`src/rtl/pc_fetch_unit_pkg.sv`:
```
// Shared definitions for the PC fetch unit: FSM states, fault codes and the
// default reset PC (also used by the next-PC logic on the other side).
package pc_fetch_unit_pkg;

  localparam logic [31:0] DEFAULT_RESET_PC = 32'h0000_3000;
  localparam int          TIMEOUT_W        = 16;

  typedef enum logic [2:0] {
    ST_IDLE  = 3'd0,
    ST_REQ   = 3'd1,
    ST_WAIT  = 3'd2,
    ST_HOLD  = 3'd3,
    ST_FAULT = 3'd4
  } state_e;

  localparam logic [1:0] FAULT_NONE     = 2'b00;
  localparam logic [1:0] FAULT_MISALIGN = 2'b01;
  localparam logic [1:0] FAULT_TIMEOUT  = 2'b10;

  // Instruction addresses must be word aligned.
  function automatic logic is_aligned(input logic [31:0] addr);
    return (addr[1:0] == 2'b00);
  endfunction

endpackage

```
`src/rtl/pc_fetch_unit_timeout_ctr.sv`:
```
// Wait-cycle counter for an outstanding fetch. Cleared when the request is
// granted, advanced every WAIT cycle, and flags expiry on its last allowed
// cycle (count == TIMEOUT-1).
module pc_fetch_unit_timeout_ctr
  import pc_fetch_unit_pkg::*;
#(
  parameter int TIMEOUT = 16
) (
  input  logic clk,
  input  logic rst,
  input  logic clr_i,
  input  logic en_i,
  output logic expired_o
);

  localparam logic [TIMEOUT_W-1:0] LAST_CNT = TIMEOUT_W'(TIMEOUT - 1);

  logic [TIMEOUT_W-1:0] cnt_q;
  logic [TIMEOUT_W-1:0] cnt_d;

  // Next count: clear has priority over increment.
  always_comb begin
    cnt_d = cnt_q;
    if (clr_i) begin
      cnt_d = '0;
    end else if (en_i) begin
      cnt_d = cnt_q + TIMEOUT_W'(1);
    end
  end

  // Count register with synchronous reset.
  always_ff @(posedge clk) begin
    if (rst) begin
      cnt_q <= '0;
    end else begin
      cnt_q <= cnt_d;
    end
  end

  assign expired_o = (cnt_q == LAST_CNT);

endmodule

```
`src/rtl/pc_fetch_unit.sv`:
```
// Program counter holder and instruction fetcher. Fetches the word at pc,
// presents it to decode until it retires, then loads the next PC.
//
// Handshakes:
//   imem_req/imem_gnt : request is offered while imem_req=1 (REQ state) and is
//                       accepted on the cycle imem_gnt=1; gnt is ignored when
//                       no request is offered.
//   imem_rvalid       : data is taken on the cycle rvalid=1 in WAIT only.
//   inst_valid/ready  : inst_out/pc_out are stable while inst_valid=1; the
//                       instruction retires on the cycle inst_valid=1 and
//                       inst_ready=1, which is the only cycle npc_in is used.
module pc_fetch_unit
  import pc_fetch_unit_pkg::*;
#(
  parameter logic [31:0] RESET_PC = DEFAULT_RESET_PC,
  parameter int          TIMEOUT  = 16
) (
  input  logic        clk,
  input  logic        rst,
  output logic        imem_req,
  output logic [31:0] imem_addr,
  input  logic        imem_gnt,
  input  logic        imem_rvalid,
  input  logic [31:0] imem_rdata,
  output logic        inst_valid,
  input  logic        inst_ready,
  output logic [31:0] inst_out,
  output logic [31:0] pc_out,
  input  logic [31:0] npc_in,
  output logic        fault,
  output logic [1:0]  fault_code,
  output logic [31:0] retire_cnt,
  output state_e      dbg_state_o
);

  state_e      state_q, state_d;
  logic [31:0] pc_q, pc_d;
  logic [31:0] inst_q, inst_d;
  logic [31:0] retire_cnt_q, retire_cnt_d;
  logic [1:0]  fault_code_q, fault_code_d;
  logic        ctr_clr;
  logic        ctr_en;
  logic        ctr_expired;

  pc_fetch_unit_timeout_ctr #(
    .TIMEOUT (TIMEOUT)
  ) u_timeout_ctr (
    .clk       (clk),
    .rst       (rst),
    .clr_i     (ctr_clr),
    .en_i      (ctr_en),
    .expired_o (ctr_expired)
  );

  // Next-state and datapath updates; every target defaults to holding.
  always_comb begin
    state_d      = state_q;
    pc_d         = pc_q;
    inst_d       = inst_q;
    retire_cnt_d = retire_cnt_q;
    fault_code_d = fault_code_q;
    ctr_clr      = 1'b0;
    ctr_en       = 1'b0;
    unique case (state_q)
      ST_IDLE: begin
        state_d = ST_REQ;
      end
      ST_REQ: begin
        if (imem_gnt) begin
          ctr_clr = 1'b1;
          state_d = ST_WAIT;
        end
      end
      ST_WAIT: begin
        ctr_en = 1'b1;
        // Data arriving on the last allowed cycle still counts.
        if (imem_rvalid) begin
          inst_d  = imem_rdata;
          state_d = ST_HOLD;
        end else if (ctr_expired) begin
          fault_code_d = FAULT_TIMEOUT;
          state_d      = ST_FAULT;
        end
      end
      ST_HOLD: begin
        if (inst_ready) begin
          // The instruction retires even when its successor is misaligned.
          retire_cnt_d = retire_cnt_q + 32'd1;
          if (is_aligned(npc_in)) begin
            pc_d    = npc_in;
            state_d = ST_REQ;
          end else begin
            fault_code_d = FAULT_MISALIGN;
            state_d      = ST_FAULT;
          end
        end
      end
      ST_FAULT: begin
        state_d = ST_FAULT;
      end
      default: begin
        state_d = ST_IDLE;
      end
    endcase
  end

  // State and datapath registers; reset overrides everything.
  always_ff @(posedge clk) begin
    if (rst) begin
      state_q      <= ST_IDLE;
      pc_q         <= RESET_PC;
      inst_q       <= '0;
      retire_cnt_q <= '0;
      fault_code_q <= FAULT_NONE;
    end else begin
      state_q      <= state_d;
      pc_q         <= pc_d;
      inst_q       <= inst_d;
      retire_cnt_q <= retire_cnt_d;
      fault_code_q <= fault_code_d;
    end
  end

  assign imem_req    = (state_q == ST_REQ);
  assign imem_addr   = pc_q;
  assign inst_valid  = (state_q == ST_HOLD);
  assign inst_out    = inst_q;
  assign pc_out      = pc_q;
  assign fault       = (state_q == ST_FAULT);
  assign fault_code  = fault_code_q;
  assign retire_cnt  = retire_cnt_q;
  assign dbg_state_o = state_q;

endmodule

```
`config.mk`:
```
export PLATFORM = sky130hd
export DESIGN_NAME = pc_fetch_unit
export DESIGN_NICKNAME = d
export VERILOG_FILES = /design/src/rtl/pc_fetch_unit_pkg.sv /design/src/rtl/pc_fetch_unit_timeout_ctr.sv /design/src/rtl/pc_fetch_unit.sv
export SDC_FILE = /design/constraint.sdc
export NUM_CORES = 1
export LEC_CHECK = 0
export BUFFER_PORTS_ARGS = -buffer_cell sky130_fd_sc_hd__buf_2
export CAP_MARGIN = 40
export CORE_ASPECT_RATIO = 0.6
export CORE_MARGIN = 2
export CORE_UTILIZATION = 44
export CTS_CLUSTER_DIAMETER = 60
export DETAILED_ROUTE_END_ITERATION = 12
export PLACE_DENSITY = 0.74
export SETUP_SLACK_MARGIN = 0.2
export SKIP_LAST_GASP = 1
export SLEW_MARGIN = 40
export SYNTH_ARGS = -nofsm -noshare
export SYNTH_HDL_FRONTEND = slang
export SYNTH_SLANG_ARGS = --single-unit
```
`constraint.sdc`:
```
create_clock -name clk -period 2 [get_ports clk]
set_clock_uncertainty 0.1 [all_clocks]
set_input_delay 0.3 -clock clk [delete_from_list [all_inputs] [get_ports clk]]
set_output_delay 0.3 -clock clk [all_outputs]
set_load 0.005 [all_outputs]
```
# --- Yosys cells after proc, flatten, opt, wreduce, memory -nomap -nowiden ---
# Index checks and enable logic that the tools add are counted.
# Widths: inputs -> output; s select.
word_totals:
  ff_bits: 117
  inputBits: 69
  out_inout_bits: 136
  word_cells: 42
op_classes:
  addsub: 2
  eq_ne: 11
  muxes: 14
  n_reduce_logical: 9
ops:
  columns: ["op", "n"]
  rows:
  - ["$add 32x1->32 const B", 1]
  - ["$add 16x1->16 const B", 1]
  - ["$eq 16x4->1 const B", 1]
  - ["$mux 3", 5]
  - ["$pmux 3 s5", 1]
  - ["$mux 2", 4]
  - ["$eq 3x2->1 const B", 2]
  - ["$ne 2x2->1 const B", 3]
  - ["$reduce_and 3->1", 2]
  - ["$reduce_and 5->1", 1]
  - ["$ne 2x1->1 const B", 2]
  - ["$pmux 2 s2", 1]
  - ["$reduce_and 2->1", 2]
  - ["$eq 3x1->1 const B", 1]
  - ["$eq 3x3->1 const B", 1]
  - ["$logic_not 3->1", 1]
  - ["$mux 1", 3]
  - ["$ne 3x3->1 const B", 1]
  - ["$logic_not 2->1", 1]
  - ["$reduce_bool 2->1", 1]
  - ["$reduce_or 2->1", 1]

# --- Depth between registers and ports, before layout ---
depth:
  depth_word: 4
  depth_mapped: 8

# --- By module ---
# From an unflattened synthesis, not the netlist that was laid out.
unflattened:
  hier_cells: 620
  area_unflattened_um2: 5062.4
modules_own_cells:
  columns: ["mod", "instances", "cells_per_inst", "area_per_inst_um2", "seq_area_each_um2"]
  rows:
  - ["pc_fetch_unit", 1, 536, 4314.1, 2021.9]
  - ["pc_fetch_unit_timeout_ctr", 1, 84, 748.2, 320.3]

# --- Worst setup path before layout ---
# No wires, ideal clock.
synth_timing:
  path_type: "flip-flop to flip-flop"
  start: "reg state_q[2] (netlist: dbg_state_o[2])"
  end: "reg retire_cnt_q[31] (netlist: retire_cnt[31])"
  arrival_ns: 1.777
  required_time_ns: 1.830
  path_slack_ns: 0.053
  stages_incl_launch_ff: 6
  n_path_buf: 1
  period_less_slack_ns: 1.947
  cell_sequence: "dfxtp_1 -> buf_6 -> nand4b_4 -> or4_4 -> or4_1 -> a21oi_1"
synth_via:
  elab_chain_len: 2
synth_lines:
  columns: ["item", "line", "text"]
  rows:
  - ["start: declaration", "pc_fetch_unit.sv:36", "state_e state_q, state_d;"]
  - ["start signal: assignment", "pc_fetch_unit.sv:116", "state_q <= state_d;"]
  - ["$eq 3x2->1", "pc_fetch_unit.sv:64", "unique case (state_q)"]
  - ["$reduce_and 2->1 (no source line)", null, null]
  - ["end signal: assignment", "pc_fetch_unit.sv:119", "retire_cnt_q <= retire_cnt_d;"]
  - ["end: declaration", "pc_fetch_unit.sv:39", "logic [31:0] retire_cnt_q, retire_cnt_d;"]
# No other way between the ends.
# A chain may end at the register's enable or synchronous reset.

# --- Worst setup path after layout ---
layout_timing:
  start: "reg retire_cnt_q[6] (netlist: retire_cnt[6])"
  end: "reg retire_cnt_q[21] (netlist: retire_cnt[21])"
layout_via:
  elab_chain_len: 1
layout_lines:
  columns: ["item", "line", "text"]
  rows:
  - ["$add 32x1->32", "pc_fetch_unit.sv:88", "retire_cnt_d = retire_cnt_q + 32'd1;"]
# No other way between the ends.

==> results by group <==
Clock tree
  – Root Driver: clkbuf_16
  – Clk slew on worst S/H paths: 50 ps
  – Number of CTS-inserted buffers: 17
  – CTS tree: done
  – H-tree levels: 4
  – Hold-fix buffers, CTS: 0
  – Sink Count: 117
  – Clock Tree Buf Depth: 2
  – Skew-Pair Late Insertion Delay: 400 ps

Finish
  – Commonest non-fill, non-tap cell in the layout: buf_2
  – Post-Route Utilization: 65.6%
  – Leading cell types in the layout, fill and taps excluded: buf_2, nand2_1, dfxtp_1
  – ANT cells: 0
  – Post-layout nets: approximately 900
  – Layout cells sized above 1: roughly 44%
  – P&R area growth vs syn: 45.9%
  – Final Non-Filler Cells: 994
  – Fill cell count: 886

Critical path
  – Reg2Reg Capture Point: retire_cnt[21]
  – Startpoint types: flip-flop
  – CP Cell Sequence: nand4_1, or3_4, or4_4, a21oi_2
  – Max Fanout on Critical Path: 5
  – Slowest cell delay on critical path: 490 ps
  – FF-to-FF path depth: 4
  – Reg-to-Reg Start: retire_cnt[6]
  – Critical path type: reg -> reg
  – Reg2reg setup slack: 120 ps
  – CP bufs+invs: 0
  – Worst path arrival time: 2110 ps
  – CP endpoint kind: flip-flop
  – Slowest-stage cell, CP: or3_4
  – Top Family by Delay on Critical Path: simple AND/OR/NAND/NOR gates
  – Worst Path Required: about 2200 ps

Drt
  – Via count: 5438
  – Mean routed wirelength per cell: between 15 and 20 um
  – Final wirelength: 16500 um
  – Vias per cell: roughly 5.5
  – 1st-iter DRT viols: 300
  – Drt drc: 0
  – DRT Pass-1 Iters: 5
  – Final ANT Viol Nets: 0

Die
  – Row count: 30
  – Core ar.: 11300 um^2
  – Die footprint: 12400 um^2
  – Num ports: 205
  – Die Wd: 142 um
  – Initial Util: between 40% and 50%
  – Chip height: 87.1 um

Power
  – Int Power: approximately 0.0047 W
  – Leak Pwr: 3.18 nW
  – Net Switching: roughly 0.0013 W
  – Switching share of power: 22.2%
  – Flop pwr share: 40.1%
  – Clk network pwr share: 51.5%
  – Max VDD drop: 582 uV
  – Comb pwr share: 8.4%
  – PwrDens: 816 nW/um^2

Place
  – Placed Cells: 928
  – Port bufs: 204
  – GP Congestion: between 0.8 and 0.9
  – Detail Placement HPWL: 10700 um
  – Pre-CTS WS: 69.1 ps

Flow run
  – Maxcap violations: 0

Timing
  – Maximum clock frequency: 532 MHz
  – Setup TNS: 0 ps
  – Worst Tran Pin Value: 466 ps
  – Final worst slack: between 100 and 150 ps
  – Setup Viol. Count Final: 0
  – Max-slew violations: 0
  – Rel. slew slack: 68.9%
  – Final Cycle Share: between 90% and 100%
  – Final Hold Vio Count: 0
  – Hold WS: 13.5 ps
  – Unrepaired setup endpoints after global routing: yes
  – Min Tclk post-route: 1880 ps

GRT
  – Initial antenna violation count: 0
  – Aggregate global routing overflow: 0
  – Total GRT Usage: 23.9%
  – Largest net degree at the start of global routing: 45
  – Number of global-route vias before repair: 4821
  – First-pass GRT wire length: 23700 um

Logic synthesis
  – Syn Area/Cell: 8.12 um^2
  – Mapped cell area: 5060 um^2
  – Synth top area cells: dfxtp_1, nand2_1, a21oi_1
  – Synth unique cells: 45
  – Most used flip-flop cell after synthesis: dfxtp_1
  – YS warnings: 0
  – Syn nets: just under 700
  – Seq cells post-synth: 117
  – Seq/Total Area, Yosys: a little under half
  – EDFF count, synth: 0
  – Yosys top cell by area: dfxtp_1
  – Synth Instances: 623
  – Ys async rst share: 0%
  – Yosys top cell area share: 46.3%

Min path
  – Hold EP: imem_addr[12]
  – Hold Crit Start: npc_in[12]
  – Hold depth: 3
  – Hold crit path type: in -> reg

Run status
  – Outcome: completed
cell type report:
type	instances	area (um^2)	share of cell area (%)
clock buffers	22	484	6.56
well taps	144	180	2.44
multi-input cells	432	2600	35.2
flip-flops and latches	117	2390	32.4
clock inverters	9	125	1.69
repair buffers	261	1570	21.2
inverters	9	33.8	0.457
cell families (layout without fill, tap and decap cells):
| family | count (synthesis) | in the layout | synth area share, % |
|---|---|---|---|
| buffers and inverters | 78 | 301 | 8.50 |
| adder cells (fa/ha/maj) | 2 | 2 | 0.494 |
| AO/OA/AOI/OAI | 130 | 130 | 14.5 |
| AND/OR/NAND/NOR | 277 | 281 | 27.0 |
| XOR/XNOR | 19 | 19 | 3.29 |
| flip-flops | 117 | 117 | 46.3 |
registers in the layout, indices dropped and copies added (netlist names):
signal and cells:
dbg_state_o 3, u_timeout_ctr.cnt_q 16, retire_cnt 32, imem_addr 32, fault_code 2, inst_out 32
what timing repair did:
action	CTS	global route
pin swaps	5	29
gates resized for setup	27	60
gates cloned	3	5
setup endpoints to repair	58	91
hold endpoints to repair	0	0
setup buffers	14	13
per-layer routing:
metal / track usage (%) / share of wire (%) / vias to the layer above
met4: 7.83 / 1.2 / 0
met1: 30.8 / 43 / 2563
met2: 39.5 / 48 / 267
met3: 6.32 / 7.5 / 24
met5: 0 / 0 / -
li1: - / - / 2584
worst min-delay path, cell delays in order:
cell	delay, ps
buf_2	70
nand2_1	40
nand3_1	70
worst max path at each step:
stage / slack [ps] / depth (start not counted) / endpoint / from
global route: 100 / 5 / retire_cnt[23] / retire_cnt[18]
global placement: 90 / 5 / retire_cnt[25] / inst_ready
floorplan: 190 / 6 / u_timeout_ctr.cnt_q[10] / dbg_state_o[0]
CTS: 160 / 4 / retire_cnt[29] / retire_cnt[2]
detailed placement: 70 / 4 / retire_cnt[29] / retire_cnt[2]
finish: 120 / 4 / retire_cnt[21] / retire_cnt[6]
stage by stage:
| stage | total power (W) | instance area (um^2) |
|---|---|---|
| CTS | 0.00595 | 6960 |
| finish | 0.00603 | 7390 |
| global route | 0.00620 | 7390 |
| detailed placement | 0.00284 | 6140 |
| floorplan | 0.00267 | 5130 |
| global placement | 0.00283 | 6140 |
synth_stat cells, types with 2 or more instances:
library cell / number
a211oi_1: 2
a21oi_1: 90
a31o_2: 2
a31oi_1: 2
and2_1: 2
and3_1: 7
and4_1: 5
and4b_1: 2
buf_2: 5
buf_4: 33
clkbuf_1: 29
dfxtp_1: 117
ha_1: 2
inv_1: 9
nand2_1: 146
nand3_1: 18
nand4_1: 17
nor2_1: 22
nor3_1: 10
nor4_1: 9
o211ai_1: 2
o21a_1: 2
o21ai_0: 11
o31ai_1: 13
o41ai_1: 3
or2_2: 4
or3_1: 13
or4_1: 12
xnor2_1: 12
xor2_1: 7
power by group through the flow:
stage | sequential [W] | combinational, W | clock (W)
floorplan | 0.00246 | 0.000206 | 0
global placement | 0.00245 | 0.000373 | 0
detailed placement | 0.00246 | 0.000385 | 0
CTS | 0.00241 | 0.000402 | 0.00314
global route | 0.00242 | 0.000545 | 0.00324
finish | 0.00242 | 0.000505 | 0.00311
No activity file was read; power rests on OpenSTA's default activity.
